### src/rtl/rv_mem_arb.sv
// Shares one single-ported memory between instruction fetch and MEM-stage load/store.
// Latency: grant and memory strobe in the same cycle; read data returns MEM_LAT cycles after the grant.
// Backpressure: a requester that is not granted holds its request. Build option RV_MEM_ARB_RR_EN selects round-robin priority.
module rv_mem_arb #(
    parameter int MEM_LAT = 2
) (
    input  logic        clk,
    input  logic        rst,
    input  logic        if_req_i,
    input  logic [63:0] if_addr_i,
    output logic        if_gnt_o,
    output logic        if_rvalid_o,
    output logic [31:0] if_rdata_o,
    input  logic        d_req_i,
    input  logic        d_we_i,
    input  logic [63:0] d_addr_i,
    input  logic [63:0] d_wdata_i,
    output logic        d_gnt_o,
    output logic        d_rvalid_o,
    output logic [63:0] d_rdata_o,
    output logic        mem_en_o,
    output logic        mem_we_o,
    output logic [63:0] mem_addr_o,
    output logic [63:0] mem_wdata_o,
    input  logic [63:0] mem_rdata_i,
    output logic        busy_o
);

    typedef enum logic {IDLE, WAIT} state_t;

    state_t     state;
    logic [2:0] cnt;       // remaining cycles of the outstanding read
    logic       owner_d;   // 1: outstanding read belongs to the data port
    logic       lane;      // word lane of the outstanding fetch
    logic       rd_done;
    logic       gnt_ok;
    logic       pick_d;
    logic       if_gnt;
    logic       d_gnt;
    logic       rd_gnt;
    logic       unused_addr_bits;

    // Fetch addresses are word aligned; the low bits carry no information.
    assign unused_addr_bits = ^if_addr_i[1:0];

    // The counter holds 1 in the final cycle of a read: that is the rvalid cycle
    // and the counter reaches 0 at its closing edge.
    assign rd_done = (state == WAIT) && (cnt == 3'd1);
    assign gnt_ok  = !rst && ((state == IDLE) || rd_done);

`ifdef RV_MEM_ARB_RR_EN
    logic rr_last_d;  // 1: the data port was granted most recently

    // Remember which port won the last grant so the other one goes first next time.
    always_ff @(posedge clk or posedge rst) begin
        if (rst) begin
            rr_last_d <= 1'b0;
        end else if (if_gnt || d_gnt) begin
            rr_last_d <= d_gnt;
        end
    end

    assign pick_d = !rr_last_d;
`else
    // The data port carries the older instruction, so it wins a tie.
    assign pick_d = 1'b1;
`endif

    assign d_gnt  = gnt_ok && d_req_i && (!if_req_i || pick_d);
    assign if_gnt = gnt_ok && if_req_i && (!d_req_i || !pick_d);
    assign rd_gnt = if_gnt || (d_gnt && !d_we_i);

    // Steer the winner onto the memory port; everything is idle-zero otherwise.
    always_comb begin
        mem_addr_o  = 64'd0;
        mem_wdata_o = 64'd0;
        if (d_gnt) begin
            mem_addr_o  = d_addr_i;
            mem_wdata_o = d_wdata_i;
        end else if (if_gnt) begin
            mem_addr_o  = {if_addr_i[63:3], 3'b000};
        end
    end

    assign if_gnt_o = if_gnt;
    assign d_gnt_o  = d_gnt;
    assign mem_en_o = if_gnt || d_gnt;
    assign mem_we_o = d_gnt && d_we_i;
    assign busy_o   = (state == WAIT) && !rd_done;

    assign if_rvalid_o = rd_done && !owner_d;
    assign d_rvalid_o  = rd_done && owner_d;
    assign if_rdata_o  = if_rvalid_o ? (lane ? mem_rdata_i[63:32] : mem_rdata_i[31:0]) : 32'd0;
    assign d_rdata_o   = d_rvalid_o ? mem_rdata_i : 64'd0;

    // Track the outstanding read: owner, fetch lane and remaining latency.
    always_ff @(posedge clk or posedge rst) begin
        if (rst) begin
            state   <= IDLE;
            cnt     <= 3'd0;
            owner_d <= 1'b0;
            lane    <= 1'b0;
        end else if (rd_gnt) begin
            state   <= WAIT;
            cnt     <= 3'(MEM_LAT);
            owner_d <= d_gnt;
            if (if_gnt) begin
                lane <= if_addr_i[2];
            end
        end else if (state == WAIT) begin
            cnt <= cnt - 3'd1;
            if (rd_done) begin
                state <= IDLE;
            end
        end
    end

endmodule

### config.mk
export PLATFORM = sky130hd
export DESIGN_NAME = rv_mem_arb
export DESIGN_NICKNAME = d
export VERILOG_FILES = /design/src/rtl/rv_mem_arb.sv
export SDC_FILE = /design/constraint.sdc
export NUM_CORES = 1
export LEC_CHECK = 0
export CORE_AREA = 2 2 192 194
export CTS_BUF_LIST = sky130_fd_sc_hd__clkbuf_2
export CTS_CLUSTER_DIAMETER = 150
export DETAILED_ROUTE_END_ITERATION = 7
export DIE_AREA = 0 0 194 196
export PLACE_DENSITY = 0.46
export SYNTH_ARGS = -nofsm -noshare
export SYNTH_HDL_FRONTEND = slang
export SYNTH_SLANG_ARGS = --single-unit
### constraint.sdc
create_clock -name clk -period 2.5 [get_ports clk]
set_input_delay 0.625 -clock clk [delete_from_list [all_inputs] [get_ports clk]]
set_output_delay 0.625 -clock clk [all_outputs]
set_load 0.005 [all_outputs]
======== After elaboration in Yosys (flattened, before gate mapping) ========
Cells that the tools add are included.
word-level totals
  register bits after elaboration ......... 6
  input bits .............................. 261
  output and inout port bits .............. 231
cells by class
  add/subtract/negate cells ............... 1
  equal/unequal tests ..................... 1
  multiplexer cells ....................... 11
  bitwise gates (word level) .............. 1
  reductions and logical operators ........ 20
operator list
  cell                                              count
  2-to-1 mux 64 bit                                 4
  2-to-1 mux 32 bit                                 2
  logical AND 1 bit                                 10
  2-to-1 mux 3 bit                                  2
  zero test 1 bit                                   5
  == test 3 x 1 -> 1 bit, second input constant     1
  logical OR 1 bit                                  3
  2-to-1 mux 1 bit                                  3
  subtractor 3 x 1 -> 3 bit, second input constant  1
  AND reduction 2 bit                               1
  nonzero test 2 bit                                1
  NOT 1 bit                                         1

======== Logic depth before layout (Yosys ltp) ========
Gate-level depths: netlist of run 1.
  depth after elaboration ................. 8
  depth in mapped cells ................... 7
  mapped depth without buffers ............ 5

======== Worst setup path before layout of run 1 ========
No wires, ideal clock.
  path kind ............................... register -> output
  from .................................... reg cnt[1]
  to ...................................... out mem_addr_o[37]
  arrival ................................. 1,642 ps
  required time ........................... 1,875 ps
  slack ................................... 233 ps
  stages on the path, launching flop included .. 8
  path through ............................ dfrtp_1 > inv_1 > ha_1 > nand2b_4 > a2111oi_4 > buf_2 > buf_4 > a22o_1
between the ends
  longest elaborated chain between the ends .. 8
  elaborated cells on any way between the ends .. 9
  those cells by class .................... eq/ne (1); mux (2); reduce/logical (6)
ends and longest elaborated chain
  item                            line  RTL
  start, declared                 32    logic [2:0] cnt;
  start signal, assigned          105   cnt <= 3'(MEM_LAT);
  start signal, assigned          111   cnt <= cnt - 3'd1;
  == test 3 x 1 -> 1 bit *        48    assign rd_done = (state == WAIT) && (cnt == 3'd1);
  logical AND 1 bit *             48
  logical OR 1 bit *              49    assign gnt_ok = !rst && ((state == IDLE) || rd_done);
  logical AND 1 bit *             49
  logical AND 1 bit (2 in a row)  70    assign if_gnt = gnt_ok && if_req_i && (!d_req_i || !pick_d);
  2-to-1 mux 64 bit               80    end else if (if_gnt) begin
  2-to-1 mux 64 bit *             77    if (d_gnt) begin
  end, declared                   23    output logic [63:0] mem_addr_o,
Every way passes the cells marked *; elsewhere a longest branch is shown, timed or not.

======== Final worst setup path of run 1 ========
  from .................................... reg cnt[1]
  to ...................................... out mem_addr_o[58]
Same word-level chain as after synthesis.

==> results of run 1 <==
how the worst max path moves through the flow:
stage | startpoint | endpoint | slack, ps | cells past startpoint
after CTS | cnt[1] | mem_addr_o[31] | -330 | 11
after global placement | d_req_i | mem_addr_o[58] | -810 | 7
after detailed placement | d_req_i | mem_wdata_o[54] | -780 | 7
after global routing | cnt[1] | mem_addr_o[58] | -360 | 12
after floorplan | cnt[1] | mem_addr_o[37] | 230 | 7
final | cnt[1] | mem_addr_o[58] | -260 | 12
through the flow:
stage,std cells,utilization,power (W),cell area (sq um)
3_5_place_dp,1290,0.224,0.00290,8070
4_1_cts,1358,0.244,0.00348,8810
6_report,1366,0.257,0.00360,9270
5_1_grt,1366,0.257,0.00384,9270
3_3_place_gp,1290,0.224,0.00289,8070
2_1_floorplan,328,-,0.00116,2330
synthesized netlist by cell type, types with 4 or more instances:
cell type	number	area share
sky130_fd_sc_hd__dfrtp_1	6	0.065
sky130_fd_sc_hd__inv_1	7	0.011
sky130_fd_sc_hd__nor2_1	33	0.053
sky130_fd_sc_hd__clkbuf_2	4	0.0086
sky130_fd_sc_hd__a22o_1	61	0.23
sky130_fd_sc_hd__and2_1	133	0.36
sky130_fd_sc_hd__clkbuf_1	17	0.027
sky130_fd_sc_hd__mux2i_1	32	0.14
sky130_fd_sc_hd__buf_2	12	0.026
flip-flops by register name, summed over array words and instances (netlist names):
register  flops
cnt           3
state         1
owner_d       1
lane          1
logic make-up (layout without fill, tap and decap cells):
kind of cell | after synthesis | count (layout) | synth area share
xor+xnor | 2 | 2 | 0.00753
flops | 6 | 6 | 0.0645
fa+ha+maj | 2 | 2 | 0.0108
mux | 33 | 33 | 0.143
buf+inv | 43 | 613 | 0.0812
simple gates | 175 | 175 | 0.436
compound gates | 67 | 67 | 0.258
critical path: cells and delay by family (launching register included):
family / cells / cell delay [ps]
compound gates: 2 / 310
fa+ha+maj: 1 / 150
flops: 1 / 390
simple gates: 1 / 70
buf+inv: 8 / 950
final cells by class:
| type | count | share of cell area |
|---|---|---|
| tap | 468 | 0.0632 |
| clock buffer | 4 | 0.00216 |
| multi-input combinational | 279 | 0.241 |
| sequential | 6 | 0.0163 |
| timing repair buffer | 602 | 0.674 |
| inverter | 7 | 0.00284 |
cell usage in the layout, fill, tap and decap left out, types with 2 or more instances in the layout:
cell and instances:
sky130_fd_sc_hd__a22o_1 61, sky130_fd_sc_hd__and2_1 57, sky130_fd_sc_hd__and2_4 76, sky130_fd_sc_hd__buf_12 20, sky130_fd_sc_hd__buf_16 4, sky130_fd_sc_hd__buf_2 68, sky130_fd_sc_hd__buf_4 29, sky130_fd_sc_hd__buf_6 120
sky130_fd_sc_hd__buf_8 15, sky130_fd_sc_hd__clkbuf_16 3, sky130_fd_sc_hd__clkbuf_2 9, sky130_fd_sc_hd__clkdlybuf4s15_1 2, sky130_fd_sc_hd__clkdlybuf4s15_2 6, sky130_fd_sc_hd__clkdlybuf4s50_1 265, sky130_fd_sc_hd__dfrtp_1 5, sky130_fd_sc_hd__dlygate4sd2_1 14
sky130_fd_sc_hd__dlymetal6s2s_1 51, sky130_fd_sc_hd__inv_1 5, sky130_fd_sc_hd__inv_2 2, sky130_fd_sc_hd__mux2i_1 32, sky130_fd_sc_hd__nor2_1 26, sky130_fd_sc_hd__nor2_2 7, sky130_fd_sc_hd__nor3_1 2, sky130_fd_sc_hd__or3_1 2
per-layer routing:
| metal | vias up | GRT usage | routed length [microns] |
|---|---|---|---|
| met4 | 0 | 0.0286 | 535 |
| li1 | 2270 | - | - |
| met1 | 2164 | 0.131 | 9370 |
| met3 | 19 | 0.0289 | 1870 |
| met5 | - | 0 | 0 |
| met2 | 271 | 0.239 | 13900 |
repair_timing:
item,in CTS,in global routing
hold buffers,0,0
pin swaps,78,51
gates resized for setup,717,232
setup endpoints to repair,231,229
gates cloned,12,3
setup buffers,55,23
where the power goes:
group | internal (W) | switching [W]
sequential | 0.000149 | 0.0000436
clock | 0.0000424 | 0.0000451
combinational | 0.00208 | 0.00125
==> impl_metrics.json, run 1 <==
{
  "portBuffers": 489,
  "detail-route-antenna-nets": 0,
  "synth.cell_area_sq_um": 2330,
  "timing.max_cap.violations": 0,
  "coreArea_sq_um": 36100,
  "drt_pass1_iterations": 4,
  "path_class": "register to primary output",
  "holdWs_ps": 564,
  "place.gp.congestion": 0.783,
  "vdd.ir_drop.worst_mv": 0.202,
  "skew_ps": 12.2,
  "die-area_sq_um": 38000,
  "hold_violations": 0,
  "initial_utilization": 0.0645,
  "layout-drive-gt1-share": 0.410,
  "wirelength_mm": 25.7,
  "grt_setup_unrepaired": "yes",
  "fp-row-count": 70,
  "worstPathRequired_ps": 1880,
  "timing.final.max_slew_violations": 0,
  "setup.worst_path.end_class": "primary output",
  "largest_net_degree_at_the_start_of_global_routing": 34,
  "final_routed_drc_violation_total": 0,
  "netlist-cell-type-count": 27,
  "h-tree-depth": 1,
  "synth_flop_cell": "sky130_fd_sc_hd__dfrtp_1",
  "detailedPlacementHpwl_mm": 20.0,
  "timing.fmax_mhz": 362,
  "finalCritPeriodShare": 1.10,
  "global_route.usage.total": 0.122,
  "synth-edff-count": 0,
  "period_minus_slack_ps": 2760,
  "crit_fanout": 5,
  "antenna_found_initial": 1,
  "wire_length_of_the_first_global_routing_pass_mm": 34.9,
  "numCtsBuffers": 3,
  "r2r_cells": 9,
  "globalRouteOverflowTotal": 0,
  "tritoncts": "done",
  "num_antenna_cells": 0,
  "setup_viol_count_final": 162,
  "grt_pass1_vias": 4999,
  "later_pin_clock_latency_in_the_skew_report_ps": 250,
  "signed_area_change_from_the_synthesized_netlist_to_the_final_layout_pct": 298,
  "die_h_microns": 196,
  "timing_worst_slew_pin_value_ps": 378,
  "num-nets-final": 1162,
  "synth_nets": 591,
  "cp_data_arrival_time_ps": 2140,
  "cp_cell_sequence": "inv_2 -> ha_4 -> nand2b_4 -> buf_6 -> a211oi_4 -> buf_6 -> buf_12 -> buf_16 -> buf_12 -> buf_8 -> a22o_1 -> buf_2",
  "worstHoldStart": "owner_d",
  "share_of_the_yosys_chip_area_belonging_to_registers": 0.0646,
  "rr_startpoint": "cnt[1]",
  "power_leakage_nw": 5.03,
  "detailroute.via_count": 4724,
  "multiInputGateArea_sq_um": 2240,
  "worstSetupStartpointType": "register",
  "detail_route.iter0.violations": 67,
  "cp_slowest_cell": "sky130_fd_sc_hd__dfrtp_1",
  "power_density_over_the_cells_nw_per_um2": 389,
  "syn-mean-instance-area_sq_um": 7.09,
  "reg2reg_slack_ps": 450,
  "outcome": "finished, violations left",
  "relSlewSlack": 0.747,
  "postSynthRegisterBits": 6,
  "detail_route.vias_per_cell": 3.46,
  "fillers": 3938,
  "io-pin-count": 492,
  "post_synth_inst_count": 328,
  "total_negative_setup_slacks_ps": -23730,
  "cts_buffer_depth": 2,
  "timing.final.ws_setup_ps": -260,
  "hold_path_end": "owner_d",
  "type_of_the_most_critical_hold_path": "register to register",
  "worst_path_largest_cell_delay_ps": 390,
  "die_width_microns": 194,
  "detailedPlace.worstSlack_ps": -784,
  "cts_root_buffer": "sky130_fd_sc_hd__clkbuf_2",
  "clkTransAtPathRegs_ps": 80,
  "failed_checks": "negative setup slack",
  "clock-sinks": 6,
  "wl_per_cell_microns": 18.8,
  "whs_path_depth": 2,
  "synthesis.yosys.warnings": 0,
  "register_cell_area_after_layout_sq_um": 151,
  "ys_async_sr_fraction": 1.00,
  "r2r_end": "lane"
}
Note: power is estimated with default switching activity, not from simulation.
==> run 2, diff against run 1 <==
--- a/config.mk
+++ b/config.mk
@@ -11,6 +11,8 @@
 export DETAILED_ROUTE_END_ITERATION = 7
 export DIE_AREA = 0 0 194 196
 export PLACE_DENSITY = 0.46
+export REMOVE_ABC_BUFFERS = 1
+export SKIP_CTS_REPAIR_TIMING = 1
 export SYNTH_ARGS = -nofsm -noshare
 export SYNTH_HDL_FRONTEND = slang
 export SYNTH_SLANG_ARGS = --single-unit
==> impl_metrics.json, run 2 (synthesis results as in run 1) <==
{
  "io-pin-count": 492,
  "cp_data_arrival_time_ps": 2250,
  "detailedPlacementHpwl_mm": 23.2,
  "grt_pass1_vias": 4716,
  "cp_slowest_cell": "sky130_fd_sc_hd__dfrtp_1",
  "timing.final.max_slew_violations": 0,
  "h-tree-depth": 1,
  "largest_net_degree_at_the_start_of_global_routing": 43,
  "drt_pass1_iterations": 4,
  "antenna_found_initial": 14,
  "cts_root_buffer": "sky130_fd_sc_hd__clkbuf_2",
  "signed_area_change_from_the_synthesized_netlist_to_the_final_layout_pct": 292,
  "failed_checks": "negative setup slack",
  "power_leakage_nw": 4.07,
  "whs_path_depth": 2,
  "numCtsBuffers": 3,
  "die-area_sq_um": 38000,
  "num-nets-final": 1147,
  "fillers": 3956,
  "final_common_cell": "sky130_fd_sc_hd__clkdlybuf4s50_1",
  "cts_buffer_depth": 2,
  "worstHoldStart": "owner_d",
  "wl_per_cell_microns": 20.9,
  "cp_cell_sequence": "inv_2 -> ha_4 -> nand2b_4 -> a2111oi_4 -> buf_6 -> buf_12 -> buf_6 -> buf_16 -> buf_8 -> a22o_1 -> buf_2",
  "vdd.ir_drop.worst_mv": 0.210,
  "place.gp.congestion": 0.880,
  "global_route.usage.total": 0.122,
  "setup_viol_count_final": 218,
  "dp.cells": 1291,
  "crit_fanout": 8,
  "detail_route.vias_per_cell": 3.56,
  "wire_length_of_the_first_global_routing_pass_mm": 34.3,
  "largest_reg_flops": 3,
  "detailroute.via_count": 4825,
  "layout-drive-gt1-share": 0.350,
  "coreArea_sq_um": 36100,
  "timing.fmax_mhz": 348,
  "timing.max_cap.violations": 0,
  "detail_route.iter0.violations": 94,
  "relSlewSlack": 0.748,
  "timing.final.ws_setup_ps": -378,
  "grt_setup_unrepaired": "yes",
  "reg2reg_slack_ps": 610,
  "r2r_end": "lane",
  "type_of_the_most_critical_hold_path": "register to register",
  "globalRouteOverflowTotal": 0,
  "total_negative_setup_slacks_ps": -39520,
  "registers.top_by_ff_count": "cnt",
  "clkTransAtPathRegs_ps": 70,
  "worstSetupStartpointType": "register",
  "outcome": "finished, violations left",
  "fp-row-count": 70,
  "later_pin_clock_latency_in_the_skew_report_ps": 240,
  "final_core_util": 0.253,
  "power_density_over_the_cells_nw_per_um2": 401,
  "finalCritPeriodShare": 1.15,
  "initial_utilization": 0.0645,
  "commonest_cells_after_routing_fill_and_taps_aside": "sky130_fd_sc_hd__clkdlybuf4s50_1 (351), sky130_fd_sc_hd__buf_6 (87), sky130_fd_sc_hd__and2_4 (67)",
  "detailedPlace.worstSlack_ps": -881,
  "hold_violations": 0,
  "path_class": "register to primary output",
  "clock-sinks": 6,
  "setup.worst_path.end_class": "primary output",
  "r2r_cells": 8,
  "hold_path_end": "owner_d",
  "final_routed_drc_violation_total": 0,
  "period_minus_slack_ps": 2880,
  "wirelength_mm": 28.3,
  "die_h_microns": 196,
  "portBuffers": 489,
  "worstPathRequired_ps": 1880,
  "timing.critical_path.from": "cnt[1]",
  "multiInputGateArea_sq_um": 2210,
  "die_width_microns": 194,
  "rr_startpoint": "cnt[1]",
  "worst_path_largest_cell_delay_ps": 380,
  "post_layout_instance_count_excluding_filler_cells": 1355,
  "register_cell_area_after_layout_sq_um": 151,
  "timing_worst_slew_pin_value_ps": 378,
  "detail-route-antenna-nets": 0,
  "cell_repeated_most_along_the_worst_path": "sky130_fd_sc_hd__buf_6",
  "tritoncts": "done",
  "skew_ps": 11.4
}
## run 2: final cells by class
class	instances	area share
Timing Repair Buffer	587	0.670
Inverter	7	0.00288
Clock buffer	4	0.00220
Multi-Input combinational cell	279	0.243
Antenna cell	4	0.00110
Sequential cell	6	0.0166
Tap cell	468	0.0642
## run 2: worst max-delay path, delay by kind of cell (launching register included)
kind / cells / cell delay [ps]
and+or+nand+nor: 1 / 80
buffers and inverters: 7 / 870
adders and majority gates: 1 / 130
AOI/OAI and AO/OA: 2 / 530
DFF: 1 / 380
## run 2: where the power goes
| part | internal [W] | total (W) | switching [W] |
|---|---|---|---|
| clock | 0.0000424 | 0.0000833 | 0.0000409 |
| combinational | 0.00211 | 0.00333 | 0.00122 |
| sequential | 0.000148 | 0.000240 | 0.0000925 |
## run 2: how the worst max path moves through the flow
stage	end	slack (ps)	depth (start not counted)
finish	mem_addr_o[33]	-380	11
global route	mem_addr_o[27]	-480	11
CTS	mem_addr_o[15]	-880	7
detailed placement	mem_addr_o[15]	-880	7
global placement	mem_addr_o[10]	-890	6
floorplan	mem_addr_o[10]	-5160	5
## run 2: routing by layer
layer / vias to the layer above / global-route usage / routed length [microns]
met1: 2196 / 0.136 / 10800
met2: 332 / 0.219 / 14000
met5: - / 0 / 126
met4: 18 / 0.0208 / 523
met3: 40 / 0.0521 / 2920
li1: 2239 / - / -
## run 2: per-stage QoR
stage          power (W)  cell area (sq um)  hold slack [ps]
2_1_floorplan    0.00115               2160              416
3_5_place_dp     0.00299               8090              532
5_1_grt          0.00387               9110              589
3_3_place_gp     0.00299               8090              520
4_1_cts          0.00309               8110              551
6_report         0.00365               9120              552
